File: src/rtl/range_parser.sv
// ASCII "lo-hi," range parser: converts decimal bound pairs to binary values plus
// significant-digit counts, dropping malformed ranges with a one-cycle err pulse.
module range_parser #(
   parameter int W          = 32,
   parameter int LW         = 4,
   parameter int MAX_DIGITS = 10
) (
   input  logic          clk,
   input  logic          rst_n,
   input  logic [7:0]    in_byte,
   input  logic          in_valid,
   output logic          in_ready,
   output logic [W-1:0]  lo_val,
   output logic [LW-1:0] lo_len,
   output logic [W-1:0]  hi_val,
   output logic [LW-1:0] hi_len,
   output logic          out_valid,
   input  logic          out_ready,
   output logic          err
);

   localparam int XW = W + 4;

   typedef enum logic [1:0] {
      ST_LO   = 2'd0,
      ST_HI   = 2'd1,
      ST_SKIP = 2'd2,
      ST_EMIT = 2'd3
   } state_t;

   state_t        state_q, state_d;
   logic [W-1:0]  acc_q, acc_d;
   logic [LW-1:0] len_q, len_d;
   logic          seen_q, seen_d;
   logic [W-1:0]  lo_hold_q, lo_hold_d;
   logic [LW-1:0] lo_hold_len_q, lo_hold_len_d;
   logic [W-1:0]  lo_val_q, lo_val_d;
   logic [LW-1:0] lo_len_q, lo_len_d;
   logic [W-1:0]  hi_val_q, hi_val_d;
   logic [LW-1:0] hi_len_q, hi_len_d;
   logic          out_valid_q, out_valid_d;
   logic          err_q, err_d;

   logic          take_s;
   logic          is_digit_s, is_term_s, is_dash_s;
   logic [XW-1:0] acc_x_s, wide_s;
   logic          count_s, ovf_s, fault_s;
   logic [LW-1:0] len_inc_s, fin_len_s;

   assign in_ready  = (state_q != ST_EMIT);
   assign lo_val    = lo_val_q;
   assign lo_len    = lo_len_q;
   assign hi_val    = hi_val_q;
   assign hi_len    = hi_len_q;
   assign out_valid = out_valid_q;
   assign err       = err_q;

   // Byte classification and the shared digit-accumulate datapath.
   always_comb begin
      take_s     = in_valid && in_ready;
      is_digit_s = (in_byte >= 8'h30) && (in_byte <= 8'h39);
      is_term_s  = (in_byte == 8'h2C) || (in_byte == 8'h0A);
      is_dash_s  = (in_byte == 8'h2D);
      acc_x_s    = XW'(acc_q);
      wide_s     = (acc_x_s << 3) + (acc_x_s << 1) + XW'(in_byte[3:0]);
      count_s    = (acc_q != {W{1'b0}}) || (in_byte[3:0] != 4'd0);
      len_inc_s  = count_s ? (len_q + LW'(1)) : len_q;
      ovf_s      = (|wide_s[XW-1:W]) || (count_s && (len_q >= LW'(MAX_DIGITS)));
      // A field of only zeros still occupies one digit.
      fin_len_s  = (len_q == {LW{1'b0}}) ? LW'(1) : len_q;
   end

   // Next-state and datapath decisions for the parse FSM.
   always_comb begin
      state_d       = state_q;
      acc_d         = acc_q;
      len_d         = len_q;
      seen_d        = seen_q;
      lo_hold_d     = lo_hold_q;
      lo_hold_len_d = lo_hold_len_q;
      lo_val_d      = lo_val_q;
      lo_len_d      = lo_len_q;
      hi_val_d      = hi_val_q;
      hi_len_d      = hi_len_q;
      out_valid_d   = out_valid_q;
      err_d         = 1'b0;
      fault_s       = 1'b0;

      case (state_q)
         ST_LO, ST_HI: begin
            if (take_s) begin
               if (is_digit_s) begin
                  if (ovf_s) begin
                     fault_s = 1'b1;
                  end else begin
                     acc_d  = wide_s[W-1:0];
                     len_d  = len_inc_s;
                     seen_d = 1'b1;
                  end
               end else if (is_dash_s && (state_q == ST_LO) && seen_q) begin
                  lo_hold_d     = acc_q;
                  lo_hold_len_d = fin_len_s;
                  acc_d         = {W{1'b0}};
                  len_d         = {LW{1'b0}};
                  seen_d        = 1'b0;
                  state_d       = ST_HI;
               end else if (is_term_s && (state_q == ST_HI) && seen_q) begin
                  lo_val_d    = lo_hold_q;
                  lo_len_d    = lo_hold_len_q;
                  hi_val_d    = acc_q;
                  hi_len_d    = fin_len_s;
                  out_valid_d = 1'b1;
                  acc_d       = {W{1'b0}};
                  len_d       = {LW{1'b0}};
                  seen_d      = 1'b0;
                  state_d     = ST_EMIT;
               end else if (is_term_s && (state_q == ST_LO) && !seen_q) begin
                  state_d = ST_LO;
               end else begin
                  fault_s = 1'b1;
               end
            end else begin
               state_d = state_q;
            end
         end
         ST_SKIP: begin
            if (take_s && is_term_s) begin
               state_d = ST_LO;
            end else begin
               state_d = ST_SKIP;
            end
         end
         ST_EMIT: begin
            if (out_ready) begin
               out_valid_d = 1'b0;
               state_d     = ST_LO;
            end else begin
               state_d = ST_EMIT;
            end
         end
         default: begin
            state_d = ST_LO;
         end
      endcase

      // A terminator that faults has already closed its range, so it skips SKIP.
      if (fault_s) begin
         err_d   = 1'b1;
         acc_d   = {W{1'b0}};
         len_d   = {LW{1'b0}};
         seen_d  = 1'b0;
         state_d = is_term_s ? ST_LO : ST_SKIP;
      end else begin
         err_d = 1'b0;
      end
   end

   // State and output registers with synchronous active-low reset.
   always_ff @(posedge clk) begin
      if (!rst_n) begin
         state_q       <= ST_LO;
         acc_q         <= {W{1'b0}};
         len_q         <= {LW{1'b0}};
         seen_q        <= 1'b0;
         lo_hold_q     <= {W{1'b0}};
         lo_hold_len_q <= {LW{1'b0}};
         lo_val_q      <= {W{1'b0}};
         lo_len_q      <= {LW{1'b0}};
         hi_val_q      <= {W{1'b0}};
         hi_len_q      <= {LW{1'b0}};
         out_valid_q   <= 1'b0;
         err_q         <= 1'b0;
      end else begin
         state_q       <= state_d;
         acc_q         <= acc_d;
         len_q         <= len_d;
         seen_q        <= seen_d;
         lo_hold_q     <= lo_hold_d;
         lo_hold_len_q <= lo_hold_len_d;
         lo_val_q      <= lo_val_d;
         lo_len_q      <= lo_len_d;
         hi_val_q      <= hi_val_d;
         hi_len_q      <= hi_len_d;
         out_valid_q   <= out_valid_d;
         err_q         <= err_d;
      end
   end

endmodule

File: config.mk
export PLATFORM = sky130hd
export DESIGN_NAME = range_parser
export DESIGN_NICKNAME = d
export VERILOG_FILES = /design/src/rtl/range_parser.sv
export SDC_FILE = /design/constraint.sdc
export NUM_CORES = 1
export LEC_CHECK = 0
export CORE_ASPECT_RATIO = 0.9
export CORE_MARGIN = 2
export CORE_UTILIZATION = 42
export DETAILED_ROUTE_END_ITERATION = 6
export PLACE_DENSITY_LB_ADDON = 0.12
export SLEW_MARGIN = 5
export SYNTH_ARGS = -nofsm -noshare
export SYNTH_HDL_FRONTEND = slang
export SYNTH_SLANG_ARGS = --single-unit
File: constraint.sdc
create_clock -name clk -period 6.7 [get_ports clk]
set_input_delay 1.34 -clock clk [delete_from_list [all_inputs] [get_ports clk]]
set_output_delay 1.34 -clock clk [all_outputs]
set_load 0.01 [all_outputs]
After elaboration in Yosys (flattened, before gate mapping)

Cells that the tools add are included.

Magnitude comparators: 3
Equality and inequality tests: 17
Reductions and logical operators: 29
Add/sub/neg operators: 3
Bitwise operators: 3
Muxes and demuxes: 38

Operator list:

| cell                | number |
|---|---|
| $mux 32             | 4 |
| $add 35x33->36      | 1 |
| $add 36x4->36       | 1 |
| $reduce_bool 32->1  | 1 |
| $mux 4              | 6 |
| $mux 2              | 9 |
| $mux 1              | 17 |
| $eq 8x6->1 const B  | 2 |
| $ne 2x2->1 const B  | 7 |
| $logic_and 1x1->1   | 10 |
| $reduce_and 5->1    | 2 |
| $eq 8x4->1 const B  | 1 |
| $ge 8x6->1 const B  | 1 |
| $le 8x6->1 const B  | 1 |
| $reduce_and 4->1    | 2 |
| $ne 3x3->1 const B  | 2 |
| $pmux 2 s3          | 1 |
| $reduce_and 6->1    | 1 |
| $ne 5x5->1 const B  | 1 |
| $add 4x1->4 const B | 1 |
| $eq 2x2->1 const B  | 2 |
| $ge 4x4->1 const B  | 1 |
| $logic_not 4->1     | 1 |
| $reduce_bool 4->1   | 1 |
| 12 further kinds    | 17 |

Input bits: 12
Flip-flop bits (word level): 149
Word-level logic and storage cells: 105
Output and inout bits: 75

Depth between registers and ports, before layout

Gate-level depths: netlist of run 1.

Word-level depth: 12
Gate-level depth with buffers: 14
Depth with buffers taken out: 13

Worst setup path before layout of run 1

OpenSTA, ideal clock, no wires.

Path type: input-to-reg
From: input in_byte[3]
To: register len_q[1]
Buffers on the path: 1
Slack: 2.136 ns
Arrival: 4.432 ns
Library setup time: 0.131 ns
Stages: 13
Cell sequence: inv_1 > fa_1 > fa_1 > nand2b_1 > a21oi_1 > o21ai_0 > a21oi_1 > a31oi_1 > xnor2_1 > nor2_1 > a221oi_4 > buf_6 > a21oi_1

Cells in the longest elaborated chain, start to end: 11
Elaborated cells between the ends (all ways): 33
Classes of those cells: add/sub: 1; order compare: 2; eq/ne: 5; mux: 9; reduce/logical: 16

Ends and longest elaborated chain:

| element                                                                | line | RTL |
|---|---|---|
| start: declaration                                                     | 10   | `input logic [7:0] in_byte,` |
| parallel branches: the longest is 11 deep, another holds $add 36x4->36 | n/a  |  |
| end signal: assignment                                                 | 163  | `len_q <= {LW{1'b0}};` |
| end signal: assignment                                                 | 176  | `len_q <= len_d;` |
| end: declaration                                                       | 33   | `logic [LW-1:0] len_q, len_d;` |

Several ways; the timed one is not identified.
A chain may end at the register's enable or synchronous reset.

Final worst setup path of run 1

From: input in_byte[3]
To: register acc_q[2]

Cells in the longest elaborated chain, start to end: 11
Elaborated cells between the ends (all ways): 32
Classes of those cells: add/sub: 1; order compare: 2; eq/ne: 4; mux: 9; reduce/logical: 16

Ends and longest elaborated chain:

| element                                                                | line | RTL |
|---|---|---|
| parallel branches: the longest is 11 deep, another holds $add 36x4->36 | n/a  |  |
| end signal: assignment                                                 | 162  | `acc_q <= {W{1'b0}};` |
| end: declaration                                                       | 32   | `logic [W-1:0] acc_q, acc_d;` |

Several ways; the timed one is not identified.

==> run_results.csv, run 1 <==
group,metric,value,unit
outcome,status,"completed",
sta,worstMarginPinSlew,0.956,ns
cells_and_area,area.growth.synth_to_final,18.9,%
drt,drc,0,
drt,wirelength,23.2,mm
cells_and_area,regArea,2980,um2
grt,met2_usage,34.3,%
power_and_ir_drop,ir_worst_vdd,161,uV
cts,cts_root_buf,"clkbuf_16",
cts,post_cts_buffers,0,
worst_setup_path,cp-startpoint,"in_byte[3]",
power_and_ir_drop,p_clk_share,51.8,%
logic_synthesis,netlist_instances,1044,
die,core-area,19800,um2
run,cap_violations,0,
logic_synthesis,synth_area_per_cell,8.05,um2
worst_setup_path,worstReg2RegStart,"acc_q[0]",
cells_and_area,mostFrequentLayoutCells,"nand2_1, dfxtp_1, a21boi_0",
cts,h-tree-depth,4,
logic_synthesis,ys_warn_count,0,
worst_hold_path,min_from,"lo_hold_q[27]",
logic_synthesis,synth.distinct_cells,71,
die,start_util,42.5,%
worst_setup_path,path_class,"in -> reg",
power_and_ir_drop,comb_power_share,2.7,%
cts,clk_path_buf_depth,2,
grt,grt_antenna_before_repair,0,
drt,vias,7540,
cells_and_area,layout_commonest_cell,"nand2_1",
cts,clk_pin_slew_worst_paths,0.07,ns
die,rows,49,
worst_setup_path,reg2reg_slack,2.30,ns
cts,cts-resized-gates,0,
grt,grt-ovfl-total,0,
logic_synthesis,syn-cell-area,8410,um2
power_and_ir_drop,internal_power,1510,uW
grt,grt_pass1_vias,6978,
sta,finalSetupViolCount,0,
placed_design,globalplace.congestion,0.865,
worst_hold_path,min_path_type,"reg -> reg",
die,die_width,153,um
power_and_ir_drop,p_per_area,195,nW/um2
cells_and_area,post-route-util,50.5,%
die,fp.dieH,138,um
worst_setup_path,critPathRequiredTime,7.05,ns
grt,grt_max_degree,114,
sta,rsz0062_at_grt,"false",
cts,clock-sinks,149,
logic_synthesis,synth_area_leader_cell,"dfxtp_1",
sta,slew_headroom,36.2,%
cells_and_area,fill_cells,1930,
logic_synthesis,synth_seq_cells,149,
worst_setup_path,reg2regPathDepth,13,
sta,min_period_over_period,79.5,%
grt,grt.busiest_layer,"met2",
sta,tns,0,ns
worst_setup_path,crit_fanout,32,
cts,clk_latency,0.42,ns
worst_setup_path,worstPathArrival,5.68,ns
power_and_ir_drop,p_sw_share,22.6,%
die,pin_count,87,
sta,fin_skew,0.0106,ns
cells_and_area,multi_input_area,5070,um2
drt,ant_nets,0,
worst_hold_path,hold_path_depth,2,
worst_setup_path,reg2reg_to,"acc_q[2]",
drt,firstDrtPassIters,5,
die,die-area,21200,um2
sta,finalHoldViolations,0,
logic_synthesis,syn_nets,1124,
sta,slew_viol_final,0,
placed_design,dpl.hpwl,16.5,mm
drt,drt_iter0_drc,498,
drt,vias_per_cell,5.53,
cts,ctsHoldBuffers,0,
cts,cts_tree,"done",
worst_setup_path,startpoint_type,"input port",
grt,grt.total_usage,21.9,%
grt,grtUsageMet1,31.4,%
cells_and_area,fin_nets,1175,
placed_design,io_buffers,86,
sta,period_minus_slack,5.33,ns
grt,grt_pass1_wl,37.9,mm
power_and_ir_drop,leakagePower,0.00373,uW
cells_and_area,layout-drive-gt1-share,5.87,%
logic_synthesis,yosysTopAreaCellShare,35.5,%
logic_synthesis,ys.flop_type,"dfxtp_1",
grt,groute.layer.met3.usage,4.04,%
power_and_ir_drop,power_frac_seq,45.6,%
drt,avgRoutedWirePerCell,17.0,um
logic_synthesis,synth-async-reset-ratio,0,%
sta,max_freq,188,MHz
cells_and_area,antenna_cells,0,
cts,cts_made_buffers,17,
power_and_ir_drop,p_sw,441,uW
logic_synthesis,synth.area.top_cells,"dfxtp_1, nand2_1, ha_1",
worst_setup_path,endpoint_kind,"flip-flop",
logic_synthesis,synth-seq-area-share,35.5,%
worst_hold_path,whs_endpoint,"lo_val[27]",
logic_synthesis,synth-edff-count,0,
[logic make-up (layout without fill, tap and decap cells)]
| group | count (synthesis) | count (layout) | share of synthesized area, % |
|---|---|---|---|
| and+or+nand+nor | 407 | 407 | 21.7 |
| AOI/OAI and AO/OA | 311 | 311 | 25.2 |
| DFF | 149 | 149 | 35.5 |
| buffers and inverters | 81 | 145 | 4.29 |
| adders and majority gates | 68 | 68 | 10.3 |
| xor gates and xnor gates | 24 | 24 | 2.50 |
| muxes | 4 | 4 | 0.491 |
[synth_stat cells, types with 9 or more instances]
cell type / n
nand2_1: 279
dfxtp_1: 149
a21boi_0: 105
a21oi_1: 68
ha_1: 66
o21ai_0: 59
clkbuf_1: 48
nor2_1: 23
inv_1: 18
nand3_1: 17
nor3_1: 16
xnor2_1: 16
nor4_1: 11
a21o_1: 10
a211oi_1: 9
a31oi_1: 9
[flip-flops by register name, summed over array words and instances (netlist names)]
name,cells
state_q,2
acc_q,32
err,1
hi_len,4
lo_val,32
lo_len,4
lo_hold_q,32
out_valid,1
hi_val,32
len_q,4
seen_q,1
lo_hold_len_q,4
[per-stage QoR]
step	setup WS (ns)	hold slack (ns)	instances	area, um2	power [uW]
detailed placement	0.986	0.458	1331	9380	960
floorplan	2.14	0.441	1044	8410	943
global placement	1.06	0.452	1331	9380	960
global route	0.916	0.481	1363	9990	2010
finish	1.37	0.464	1363	9990	1950
CTS	1.42	0.466	1363	9990	1960
[worst max path at each step]
| stage | cells after the start | endpoint | slack [ns] |
|---|---|---|---|
| 2_1_floorplan | 13 | len_q[1] | 2.14 |
| 5_1_grt | 13 | acc_q[16] | 0.92 |
| 4_1_cts | 14 | acc_q[0] | 1.42 |
| 6_report | 14 | acc_q[2] | 1.37 |
| 3_5_place_dp | 14 | acc_q[0] | 0.99 |
| 3_3_place_gp | 14 | acc_q[0] | 1.06 |
[power groups by stage]
stage                     Sequential, uW  Combinational, uW  Clock [uW]
after CTS                            888               51.6        1020
after global routing                 888               56.3        1060
after global placement               909               51.2           0
final                                889               51.7        1010
after detailed placement             908               51.4           0
after floorplan                      907               36.1           0
[final cells by class]
cell class | count | area share (%)
flip-flops and latches | 149 | 29.8
clock inverters | 14 | 1.89
clock buffers | 18 | 4.29
inverters | 18 | 0.676
repair buffers | 95 | 9.36
well taps | 255 | 3.19
multi-input cells | 814 | 50.7
[metal layers]
layer	wire (um)	share of wire (%)	vias to the layer above
met4	281	1.2	0
met5	0	0	-
met3	1150	5.0	21
li1	-	-	3764
met2	10500	45	178
met1	11300	49	3577
[worst max-delay path: stages]
cell and delay, ns:
clkdlybuf4s50_1 0.51, inv_1 0.10, fa_1 0.59, inv_1 0.06
ha_1 0.30, a211oi_1 0.28, o21ai_0 0.22, nand2_1 0.22
nand3_1 0.10, a31o_2 0.26, a311oi_4 0.48, o21a_1 0.83
o21ai_0 0.21, a21oi_1 0.19
Power figures use the tool's default switching activity.
==> inputs of run 2 (changes only) <==
clock period = 4.3 ns   (was 6.7 ns; I/O delays follow)
==> run_results.csv, run 2 (synthesized netlist as in run 1, its figures left out) <==
group,metric,value,unit
drt,ant_nets,0,
sta,tns,0,ns
grt,grt.busiest_layer,"met2",
die,fp.dieH,138,um
grt,grt_antenna_before_repair,1,
sta,whs,0.459,ns
grt,grt_pass1_wl,38.8,mm
cells_and_area,area.growth.synth_to_final,23.4,%
worst_setup_path,worstPathArrival,4.38,ns
cts,clk_latency,0.42,ns
grt,grt_pass1_vias,7226,
cts,cts_root_buf,"clkbuf_16",
sta,fin_skew,0.0133,ns
cells_and_area,mostFrequentLayoutCells,"nand2_1, dfxtp_1, a21boi_0",
cts,clock-sinks,149,
sta,period_minus_slack,4.09,ns
grt,grt_max_degree,79,
placed_design,dpl.hpwl,17.2,mm
sta,finalSetupViolCount,0,
sta,slew_headroom,57.4,%
worst_setup_path,critPathMaxStageDelay,0.48,ns
power_and_ir_drop,ir_worst_vdd,239,uV
cts,h-tree-depth,4,
sta,max_freq,244,MHz
cells_and_area,fin_nets,1218,
run,cap_violations,0,
drt,avgRoutedWirePerCell,17.1,um
grt,grt.total_usage,22.4,%
worst_setup_path,crit_fanout,17,
placed_design,io_buffers,86,
die,die-area,21200,um2
worst_setup_path,critPathBufInv,5,
grt,met2_usage,34.6,%
sta,slew_viol_final,0,
cts,cts_made_buffers,17,
cts,clk_path_buf_depth,2,
grt,groute.layer.met3.usage,4.29,%
placed_design,globalplace.congestion,0.912,
worst_setup_path,startpoint_type,"input port",
cells_and_area,antenna_cells,0,
drt,firstDrtPassIters,4,
grt,grtUsageMet1,32.1,%
sta,min_period_over_period,95.2,%
die,pin_count,87,
worst_setup_path,cpLargestDelayFamily,"compound AO/OA/AOI/OAI gates",
worst_hold_path,min_path_type,"reg -> reg",
cts,ctsHoldBuffers,0,
worst_setup_path,crit_slowest_cell,"clkdlybuf4s50_1",
drt,drc,0,
cts,clk_pin_slew_worst_paths,0.07,ns
die,rows,49,
worst_setup_path,critPathRequiredTime,4.59,ns
die,start_util,42.5,%
drt,vias_per_cell,5.50,
cells_and_area,layout_commonest_cell,"nand2_1",
sta,worstMarginPinSlew,0.639,ns
cts,cts_tree,"done",
die,die_width,153,um
power_and_ir_drop,p_per_area,286,nW/um2
sta,finalHoldViolations,0,
sta,rsz0062_at_grt,"false",
worst_setup_path,crit_path_cell_trace,"clkdlybuf4s50_1 > inv_1 > fa_1 > fa_1 > nand2b_1 > a21oi_2 > buf_4 > o2111ai_2 > nand3_1 > a211oi_1 > o21ai_2 > buf_4 > nor2_2 > a221oi_4 > buf_6 > a311oi_1",
drt,wirelength,24.0,mm
outcome,status,"completed",
cells_and_area,post-route-util,52.4,%
worst_setup_path,path_class,"in -> reg",
power_and_ir_drop,leakagePower,0.00395,uW
grt,grt-ovfl-total,0,
cells_and_area,layout-drive-gt1-share,10.3,%
drt,drt_iter0_drc,474,
drt,vias,7724,
die,core-area,19800,um2
worst_setup_path,endpoint_kind,"flip-flop",
run 2: cell types whose count changed in the layout (fill, tap and decap cells not counted), sizes merged:
cell,delta
clkbuf,-1
buf,+43
clkinvlp,+3
clkinv,-2
bufinv,-1
run 2: routing by layer:
layer | up-vias | share of wire, %
met4 | 2 | 1.8
met1 | 3647 | 49
met3 | 30 | 5.1
met2 | 188 | 44
met5 | - | 0.062
li1 | 3857 | -
run 2: final timing paths:
path	start	endpoint	slack (ns)	cells after the start
worst min register to register	lo_hold_q[20]	lo_val[20]	0.46	2
worst max register to register	acc_q[25]	len_q[0]	0.42	11
worst min-delay path	lo_hold_q[20]	lo_val[20]	0.46	2
worst max-delay path	in_byte[3]	len_q[0]	0.21	16
run 2: layout make-up:
type	count	area (um2)
clock buffers	17	425
clock inverters	14	166
fillers	1895	9430
inverters	18	67.6
multi-input cells	814	5130
flip-flops and latches	149	2980
well taps	255	319
repair buffers	138	1290
run 2: tightest hold or removal path, cell delays in order, from the launching register on:
cell,delay [ns]
dfxtp_1,0.31
nand2_1,0.05
a21boi_0,0.06
run 2: timing repair:
item / CTS / global route
resized for setup: 0 / 17
buffers inserted: 0 / 3
endpoints found under the setup margin: 0 / 40
hold endpoints to repair: 0 / 0
run 2: where the power goes:
group / total (uW) / switching (uW) / internal (uW)
logic: 87.5 / 47.4 / 40.1
clock network: 1500 / 627 / 870
registers: 1380 / 2.78 / 1380
run 2: through the flow:
stage	total power, uW	std cells	area, um2	worst slack (ns)
floorplan	1470	1044	8410	0.216
detailed placement	1500	1371	9690	-0.401
global placement	1500	1371	9690	-0.347
global route	3060	1405	10400	0.00308
CTS	2990	1402	10300	0.0276
finish	2970	1405	10400	0.207
